===== src/rtl/qracc_macro_seq.sv =====
// qracc_macro_seq: sequences row write, row read and analog MAC compute
// phases for the QR accelerator CIM macro and returns SA / ADC results.
//
// state        | meaning
// -------------+----------------------------------------------------
// S_IDLE       | rows parked on VRST, waiting for a request
// S_WR_PCH     | write: bitline precharge (tPch)
// S_WR_WL      | write: wordline + write drivers on (tWl)
// S_RD_PCH     | read: bitline precharge (tPch)
// S_RD_WL      | read: wordline on, bitlines develop (tWl)
// S_RD_SA      | read: sense amp fires, SA_OUT captured (1)
// S_CMP_RST    | compute: rows held on VRST, R2A closed (1)
// S_CMP_DRIVE  | compute: rows driven to VDR/VSS from cmp_in (tWl)
// S_CMP_M2A    | compute: M2A charge transfer (1)
// S_CMP_CONV   | compute: ADC conversion, CLK on first cycle (tConv)
// S_CMP_CAPT   | compute: ADC_OUT captured and decoded (1)
// S_RESULT     | result presented until consumed

package qracc_pkg;
    // Macro geometry; the sequencer size parameters must match these.
    localparam int NUM_ROWS   = 128;
    localparam int NUM_COLS   = 32;
    localparam int COMP_COUNT = 15;

    typedef struct packed {
        logic [NUM_ROWS-1:0] VRST_SEL;
        logic [NUM_ROWS-1:0] VRST_SELB;
        logic [NUM_ROWS-1:0] VDR_SEL;
        logic [NUM_ROWS-1:0] VDR_SELB;
        logic [NUM_ROWS-1:0] VSS_SEL;
        logic [NUM_ROWS-1:0] VSS_SELB;
        logic [NUM_ROWS-1:0] WL;
        logic [NUM_ROWS-1:0] WLB;
        logic                PCH;
        logic                PCHB;
        logic                WRITE;
        logic                WRITEB;
        logic [NUM_COLS-1:0] CSEL;
        logic [NUM_COLS-1:0] CSELB;
        logic                SAEN;
        logic                SAENB;
        logic [NUM_COLS-1:0] WR_DATA;
        logic [NUM_COLS-1:0] WR_DATAB;
        logic                R2A;
        logic                R2AB;
        logic                M2A;
        logic                M2AB;
        logic                NF;
        logic                NFB;
        logic                CLK;
        logic                CLKB;
    } analog_inputs_t;

    typedef struct packed {
        logic [NUM_COLS-1:0]            SA_OUT;
        logic [NUM_COLS*COMP_COUNT-1:0] ADC_OUT;
    } analog_outputs_t;
endpackage

module qracc_macro_seq
    import qracc_pkg::*;
#(
    parameter int numRows   = NUM_ROWS,
    parameter int numCols   = NUM_COLS,
    parameter int compCount = COMP_COUNT,
    parameter int adcBits   = $clog2(compCount + 1),
    parameter int tPch      = 2,
    parameter int tWl       = 2,
    parameter int tConv     = 3
) (
    input  logic                         clk,
    input  logic                         rst,
    input  logic                         wr_valid,
    output logic                         wr_ready,
    input  logic [$clog2(numRows)-1:0]   wr_addr,
    input  logic [numCols-1:0]           wr_data,
    input  logic                         rd_valid,
    output logic                         rd_ready,
    input  logic [$clog2(numRows)-1:0]   rd_addr,
    input  logic                         cmp_valid,
    output logic                         cmp_ready,
    input  logic [numRows-1:0]           cmp_in,
    output logic                         res_valid,
    input  logic                         res_ready,
    output logic                         res_is_cmp,
    output logic [numCols*adcBits-1:0]   res_data,
    output analog_inputs_t               to_analog,
    input  analog_outputs_t              from_analog
);
    localparam int AW = $clog2(numRows);
    localparam int RW = numCols * adcBits;
    localparam int CW = 8;

    typedef enum logic [3:0] {
        S_IDLE, S_WR_PCH, S_WR_WL, S_RD_PCH, S_RD_WL, S_RD_SA,
        S_CMP_RST, S_CMP_DRIVE, S_CMP_M2A, S_CMP_CONV, S_CMP_CAPT, S_RESULT
    } state_t;

    state_t             state_q, state_d;
    logic [CW-1:0]      cnt_q;
    logic               phase_done;
    logic               idle;
    logic               wr_acc, rd_acc, cmp_acc;
    logic [AW-1:0]      addr_q;
    logic [numCols-1:0] data_q;
    logic [numRows-1:0] cmp_q;
    logic [numRows-1:0] wl_onehot;
    logic [RW-1:0]      res_data_q;
    logic               res_is_cmp_q;
    logic [RW-1:0]      adc_dec;
    analog_inputs_t     ai;

    function automatic logic [CW-1:0] phase_len(input state_t s);
        case (s)
            S_WR_PCH, S_RD_PCH:            phase_len = CW'(tPch);
            S_WR_WL, S_RD_WL, S_CMP_DRIVE: phase_len = CW'(tWl);
            S_CMP_CONV:                    phase_len = CW'(tConv);
            default:                       phase_len = CW'(1);
        endcase
    endfunction

    // Bubble-tolerant thermometer decode: count the ones.
    function automatic logic [adcBits-1:0] popcnt(input logic [compCount-1:0] v);
        logic [adcBits-1:0] s;
        s = '0;
        for (int i = 0; i < compCount; i++) s = s + adcBits'(v[i]);
        return s;
    endfunction

    assign phase_done = (cnt_q == '0);
    assign idle       = (state_q == S_IDLE) && !rst;
    assign wr_acc     = wr_valid && wr_ready;
    assign rd_acc     = rd_valid && rd_ready;
    assign cmp_acc    = cmp_valid && cmp_ready;
    assign wl_onehot  = {{(numRows-1){1'b0}}, 1'b1} << addr_q;

    // State register.
    always_ff @(posedge clk or posedge rst) begin
        if (rst) state_q <= S_IDLE;
        else     state_q <= state_d;
    end

    // Phase down-counter, reloaded on every state entry.
    always_ff @(posedge clk or posedge rst) begin
        if (rst)                    cnt_q <= '0;
        else if (state_d != state_q) cnt_q <= phase_len(state_d) - CW'(1);
        else if (!phase_done)        cnt_q <= cnt_q - CW'(1);
    end

    // Request arbitration (write > read > compute) and next-state logic.
    always_comb begin
        state_d   = state_q;
        wr_ready  = idle;
        rd_ready  = idle && !wr_valid;
        cmp_ready = idle && !wr_valid && !rd_valid;
        case (state_q)
            S_IDLE: begin
                if (wr_acc)       state_d = S_WR_PCH;
                else if (rd_acc)  state_d = S_RD_PCH;
                else if (cmp_acc) state_d = S_CMP_RST;
            end
            S_WR_PCH:    if (phase_done) state_d = S_WR_WL;
            S_WR_WL:     if (phase_done) state_d = S_IDLE;
            S_RD_PCH:    if (phase_done) state_d = S_RD_WL;
            S_RD_WL:     if (phase_done) state_d = S_RD_SA;
            S_RD_SA:     if (phase_done) state_d = S_RESULT;
            S_CMP_RST:   if (phase_done) state_d = S_CMP_DRIVE;
            S_CMP_DRIVE: if (phase_done) state_d = S_CMP_M2A;
            S_CMP_M2A:   if (phase_done) state_d = S_CMP_CONV;
            S_CMP_CONV:  if (phase_done) state_d = S_CMP_CAPT;
            S_CMP_CAPT:  if (phase_done) state_d = S_RESULT;
            S_RESULT:    if (res_ready)  state_d = S_IDLE;
            default:     state_d = S_IDLE;
        endcase
    end

    // Request payload capture on accept.
    always_ff @(posedge clk or posedge rst) begin
        if (rst) begin
            addr_q <= '0;
            data_q <= '0;
            cmp_q  <= '0;
        end else begin
            if (wr_acc) begin
                addr_q <= wr_addr;
                data_q <= wr_data;
            end else if (rd_acc) begin
                addr_q <= rd_addr;
            end
            if (cmp_acc) cmp_q <= cmp_in;
        end
    end

    // Per-column ADC decode.
    always_comb begin
        adc_dec = '0;
        for (int c = 0; c < numCols; c++)
            adc_dec[c*adcBits +: adcBits] = popcnt(from_analog.ADC_OUT[c*compCount +: compCount]);
    end

    // Result capture at the end of the sense / capture phases.
    always_ff @(posedge clk or posedge rst) begin
        if (rst) begin
            res_data_q   <= '0;
            res_is_cmp_q <= 1'b0;
        end else if (state_q == S_RD_SA) begin
            res_data_q   <= RW'(from_analog.SA_OUT);
            res_is_cmp_q <= 1'b0;
        end else if (state_q == S_CMP_CAPT) begin
            res_data_q   <= adc_dec;
            res_is_cmp_q <= 1'b1;
        end
    end

    assign res_valid  = (state_q == S_RESULT);
    assign res_data   = res_valid ? res_data_q : '0;
    assign res_is_cmp = res_valid && res_is_cmp_q;

    // Macro control decode; rows stay driven from CMP_DRIVE through CMP_CAPT.
    always_comb begin
        ai          = '0;
        ai.VRST_SEL = '1;
        ai.R2A      = 1'b1;
        case (state_q)
            S_WR_PCH, S_RD_PCH: ai.PCH = 1'b1;
            S_WR_WL: begin
                ai.WL      = wl_onehot;
                ai.WRITE   = 1'b1;
                ai.WR_DATA = data_q;
                ai.CSEL    = '1;
            end
            S_RD_WL: begin
                ai.WL   = wl_onehot;
                ai.CSEL = '1;
            end
            S_RD_SA: begin
                ai.WL   = wl_onehot;
                ai.CSEL = '1;
                ai.SAEN = 1'b1;
            end
            S_CMP_DRIVE, S_CMP_M2A, S_CMP_CONV, S_CMP_CAPT: begin
                ai.VRST_SEL = '0;
                ai.VDR_SEL  = cmp_q;
                ai.VSS_SEL  = ~cmp_q;
                ai.R2A      = 1'b0;
                ai.M2A      = (state_q == S_CMP_M2A);
                ai.NF       = (state_q == S_CMP_CONV);
                ai.CLK      = (state_q == S_CMP_CONV) && (cnt_q == CW'(tConv - 1));
            end
            default: ;
        endcase
        ai.VRST_SELB = ~ai.VRST_SEL;
        ai.VDR_SELB  = ~ai.VDR_SEL;
        ai.VSS_SELB  = ~ai.VSS_SEL;
        ai.WLB       = ~ai.WL;
        ai.PCHB      = ~ai.PCH;
        ai.WRITEB    = ~ai.WRITE;
        ai.CSELB     = ~ai.CSEL;
        ai.SAENB     = ~ai.SAEN;
        ai.WR_DATAB  = ~ai.WR_DATA;
        ai.R2AB      = ~ai.R2A;
        ai.M2AB      = ~ai.M2A;
        ai.NFB       = ~ai.NF;
        ai.CLKB      = ~ai.CLK;
    end

    assign to_analog = ai;

endmodule


===== config.mk =====
export PLATFORM = sky130hd
export DESIGN_NAME = qracc_macro_seq
export DESIGN_NICKNAME = d
export VERILOG_FILES = /design/src/rtl/qracc_macro_seq.sv
export SDC_FILE = /design/constraint.sdc
export NUM_CORES = 2
export LEC_CHECK = 0
export BUFFER_PORTS_ARGS = -buffer_cell sky130_fd_sc_hd__clkbuf_2
export CORE_AREA = 2 2 779 781
export DETAILED_ROUTE_END_ITERATION = 10
export DIE_AREA = 0 0 781 783
export GPL_TIMING_DRIVEN = 0
export HOLD_SLACK_MARGIN = 0.02
export PLACE_DENSITY = 0.32
export RECOVER_POWER = 25
export SYNTH_ARGS = -nofsm -noshare
export SYNTH_HDL_FRONTEND = slang
export SYNTH_SLANG_ARGS = --single-unit

===== constraint.sdc =====
create_clock -name clk -period 12.3 [get_ports clk]
set_input_delay 1.23 -clock clk [delete_from_list [all_inputs] [get_ports clk]]
set_output_delay 1.23 -clock clk [all_outputs]
set_load 0.02 [all_outputs]

Yosys cells after proc, flatten, opt, wreduce, memory -nomap -nowiden. Index checks and enable logic that the tools add are counted.

Multiplexer cells: 38. Reduce and logical (&&, ||, !) cells: 20. Shifts and indexed selects: 1. Bitwise gates (word level): 13. Add/subtract/negate cells: 450. Eq/ne operators: 20.

Operator list (count): $add A4 B1 Y4 (352); $mux W128 (7); $not A128 Y128 (5); $add A3 B1 Y4 (32); $shl A1 B7 Y128 const A (1); $add A2 B1 Y3 (32); $add A1 B1 Y2 (32); $mux W32 (2); $not A32 Y32 (2); $mux W4 (13); $pmux W4 S11 (1); $eq A4 B3 Y1 const B (6); $mux W8 (3); $eq A4 B4 Y1 const B (5); $eq A4 B2 Y1 const B (4); $sub A8 B1 Y8 const B (2); $mux W7 (2); $mux W1 (9); $eq A4 B1 Y1 const B (2); $eq A8 B2 Y1 const B (1); $logic_and A1 B1 Y1 (8); $logic_not A8 Y1 (1); $not A1 Y1 (6); $reduce_or A5 Y1 (1); other kinds (9) (13).

Bits of input ports: 692. Register bits: 308.

Depth between registers and ports, before layout.
Word-level depth: 16. Gate-level depth with buffers: 13. Gate-level depth less buffers: 12.

Worst setup path after synthesis. OpenSTA, ideal clock, no wires.

Path kind: register to output. From: reg state_q[3]. To: out to_analog[1038] (netlist name). Path slack: 3.870 ns. Path buffers: 5. Data arrival time: 7.200 ns. Cell stages (with the launch flop): 11. Cells stage by stage: dfrtp_1 clkbuf_1 inv_1 nor2_1 nand2_1 o21ai_1 clkbuf_1 buf_2 buf_1 inv_2 buf_4.

RTL lines: from (decl) (RTL line 99) `state_t state_q, state_d;`; from (signal assigned) (RTL line 140) `else state_q <= state_d;`; to (decl) (RTL line 87) `output analog_inputs_t to_analog,`.

==> impl_results.md <==
- Status: finished, violations left
- Violated checks: max-capacitance violations, max-slew violations
- Worst path cell trace: clkbuf_1 > clkinvlp_2 > clkbuf_1
- Clock skew: roughly 0.050 ns
- PortBufs: 1990
- Pwr Total: around 12 mW
- Num CTS Buffers: 50
- Fillcell total: a little over 70000
- Period utilisation layout: 68.7%
- Part of the Yosys area used for sequential elements: 26.0%
- Startpoint class of the critical path: primary input
- Post-DP HPWL: 306000 um
- Total GRT Usage: 10.4%
- Async SR Flop Fraction: 100%
- Critical path endpoint category: async pin
- Post-Syn Instances: 3808
- Slew headroom: -272%
- Min Tclk post-route: 8.45 ns
- DRT Wirelength: between 300000 and 400000 um
- Worst EP arrival: roughly 7.9 ns
- Drt wl/cell: about 24 um
- Layout area overhead: 75.2%
- Final Max Slew Viols: 160
- Max-cap violations: 3
- TritonCTS sink count: 308
- First-pass GRT wire length: 401000 um
- Vias after detailed routing: 32800
- Clock Pin Slew Worst Setup and Hold Paths: 0.06 ns
- Total grt overflow: 0
- CTS Hold Bufs: 0
- Syn. warnings: 0
- Layout cells sized above 1: a little over two fifths
- Setup WS post-layout: approximately 3.9 ns
- Starting Density: 4.91%
- # IOs: 1991
- Max stage delay on crit path: 3.93 ns
- Gpl congestion: ~0.94
- Slowest cell on crit path: clkbuf_1
- Post-synth EDFFs: 0
- Min-Delay Path Class: register to register
- Initial antenna violation count: 84
- Nets@finish: 6950
- Row cnt: 286
- Vias in the first global route: 33100
- Cell area after synthesis: a little under 30000 um2
- Crit path max-delay family: buffers and inverters
- CTS tree: yes
- Iteration-0 DRC Markers: 1697
- Top FF cell, synth: dfrtp_1
- Pwr dens: ~230 nW/um2
- Max Root-Sink Buffers: 3
- Synthesized area per cell: 7.79 um2
- CP Data Required Time: 11.76 ns
- Placed instance area: 50300 um2
- Most numerous cell on the critical path: clkbuf_1
- Yosys reg bits: approximately 310
- Die width: slightly below 800 um
- Buf/Inv on CP: 3
- Synth unique cells: 61
- DR DRC count: 0
- Endpoints failing hold: 0
- Die area: between 600000 and 700000 um2
- Setup Crit Path Kind: primary input to async pin
- Largest net degree at the start of global routing: 108
- Final non-filler cell total: 14000
- Area of the multi-input gates: 15300 um2
- Setup Fix Bufs, Post-CTS: 0
- DR pass1 iterations: 5
- Max Clock Freq: 0.118 GHz
- Core Box Area: 604000 um2
- Post-Syn Nets: 4885
- RSZ-0062 raised after global routing: false
- Root Driver: clkbuf_16
- Dpl cells: between 10000 and 15000
- Final std cell area, no fill: 52000 um2
- Pre-CTS worst setup slack: 5.53 ns
- Worst-margin pin slew: 5.59 ns
- Leakage: approximately 28 nW
- Clock Latency Late Sink: 0.72 ns
- Peak supply drop: 113 uV
- Final setup fails: 0
- Post-cts resize count: 0
- Area occupied by registers: 7710 um2
- Htree depth: 2
- Antenna Violating Nets Remaining: 0
- Vias per inst: 2.34
- Die height: about 780 um
- Crit path max fanout: 75
logic make-up (layout without fill, tap and decap cells):
group                    count (synthesis)  count (layout)  synth area share, %
other                                    0              48                    0
AO/OA/AOI/OAI                          244             244                 4.87
adder cells (fa/ha/maj)                385             385                 24.3
buffers and inverters                 1457            3560                 22.5
flip-flops                             308             308                 26.0
AND/OR/NAND/NOR                       1337            1337                 19.7
multiplexers                            41              41                 1.52
XOR/XNOR                                36              36                 1.06
synth_stat cells, types with 24 or more instances:
library cell | count | area (um2)
a21o_1 | 34 | 255
a21oi_1 | 50 | 250
and2_1 | 134 | 838
buf_4 | 318 | 2390
clkbuf_1 | 131 | 492
dfrtp_1 | 308 | 7710
fa_1 | 320 | 6410
ha_1 | 65 | 813
inv_1 | 904 | 3390
inv_2 | 84 | 315
mux2_1 | 32 | 360
nand2_1 | 860 | 3230
nand2b_1 | 134 | 838
nor2_1 | 159 | 597
o21ai_0 | 36 | 180
o21ai_1 | 76 | 380
xor2_1 | 24 | 210
area by class of cell:
cell class              instances  share of cell area (%)
clock buffers                  68                    2.71
repair buffers               2013                    20.0
diodes                         48                   0.231
multi-input cells            2043                    29.5
well taps                    8064                    19.4
flip-flops and latches        308                    14.8
plain buffers                 469                    5.73
clock inverters                22                   0.493
inverters                     988                    7.14
state kept, by name, indices dropped and copies added, names as in the netlist:
| register | flops |
|---|---|
| cmp_q | 128 |
| cnt_q | 8 |
| state_q | 4 |
| res_is_cmp_q | 1 |
| data_q | 32 |
| addr_q | 7 |
| res_data_q | 128 |
path summary, 6_finish.rpt:
check | slack, ns | depth (start not counted) | startpoint | end
setup / recovery | 3.85 | 3 | rst | cmp_q[95]
max in group clk | 5.11 | 11 | state_q[3] | to_analog[767]
setup reg to reg | 6.96 | 13 | state_q[3] | cnt_q[6]
min in group asynchronous | 1.85 | 2 | rst | state_q[2]
hold reg to reg | 0.47 | 2 | res_data_q[61] | res_data_q[61]
hold / removal | 0.47 | 2 | res_data_q[61] | res_data_q[61]
power breakdown:
group / switching, mW / internal [mW]
logic: 5.90 / 2.79
registers: 0.577 / 1.37
clock network: 0.648 / 0.885
total: 7.13 / 5.04
cells in the final DEF (no fill, tap or decap), drive strengths merged, types with 34 or more instances in the layout:
master	count
a21o	34
a21oi	50
and2	134
buf	356
clkbuf	2194
dfrtp	308
diode	48
fa	320
ha	65
inv	991
nand2	860
nand2b	135
nor2	159
o21ai	112
worst min-delay path, stage by stage (launching register included):
cell,delay (ns)
dfrtp_1,0.33
nand2_1,0.04
o21ai_0,0.06
metal layers:
layer / GRT usage, % / share of wire (%) / up-vias
met5: 0 / 0.045 / -
met4: 4.21 / 4.7 / 22
met3: 3.35 / 8.0 / 345
met2: 17.8 / 48 / 1525
met1: 11.8 / 39 / 16100
li1: - / - / 14800
stage by stage:
step	utilization [%]	TNS, ns	hold WS (ns)
6_report	8.61	0	0.470
5_1_grt	8.59	0	0.496
4_1_cts	8.60	0	0.475
3_5_place_dp	8.32	0	0.462
3_3_place_gp	8.23	-2390.72	0.455
2_1_floorplan	-	0	0.439
(Power assumes the default switching activity.)
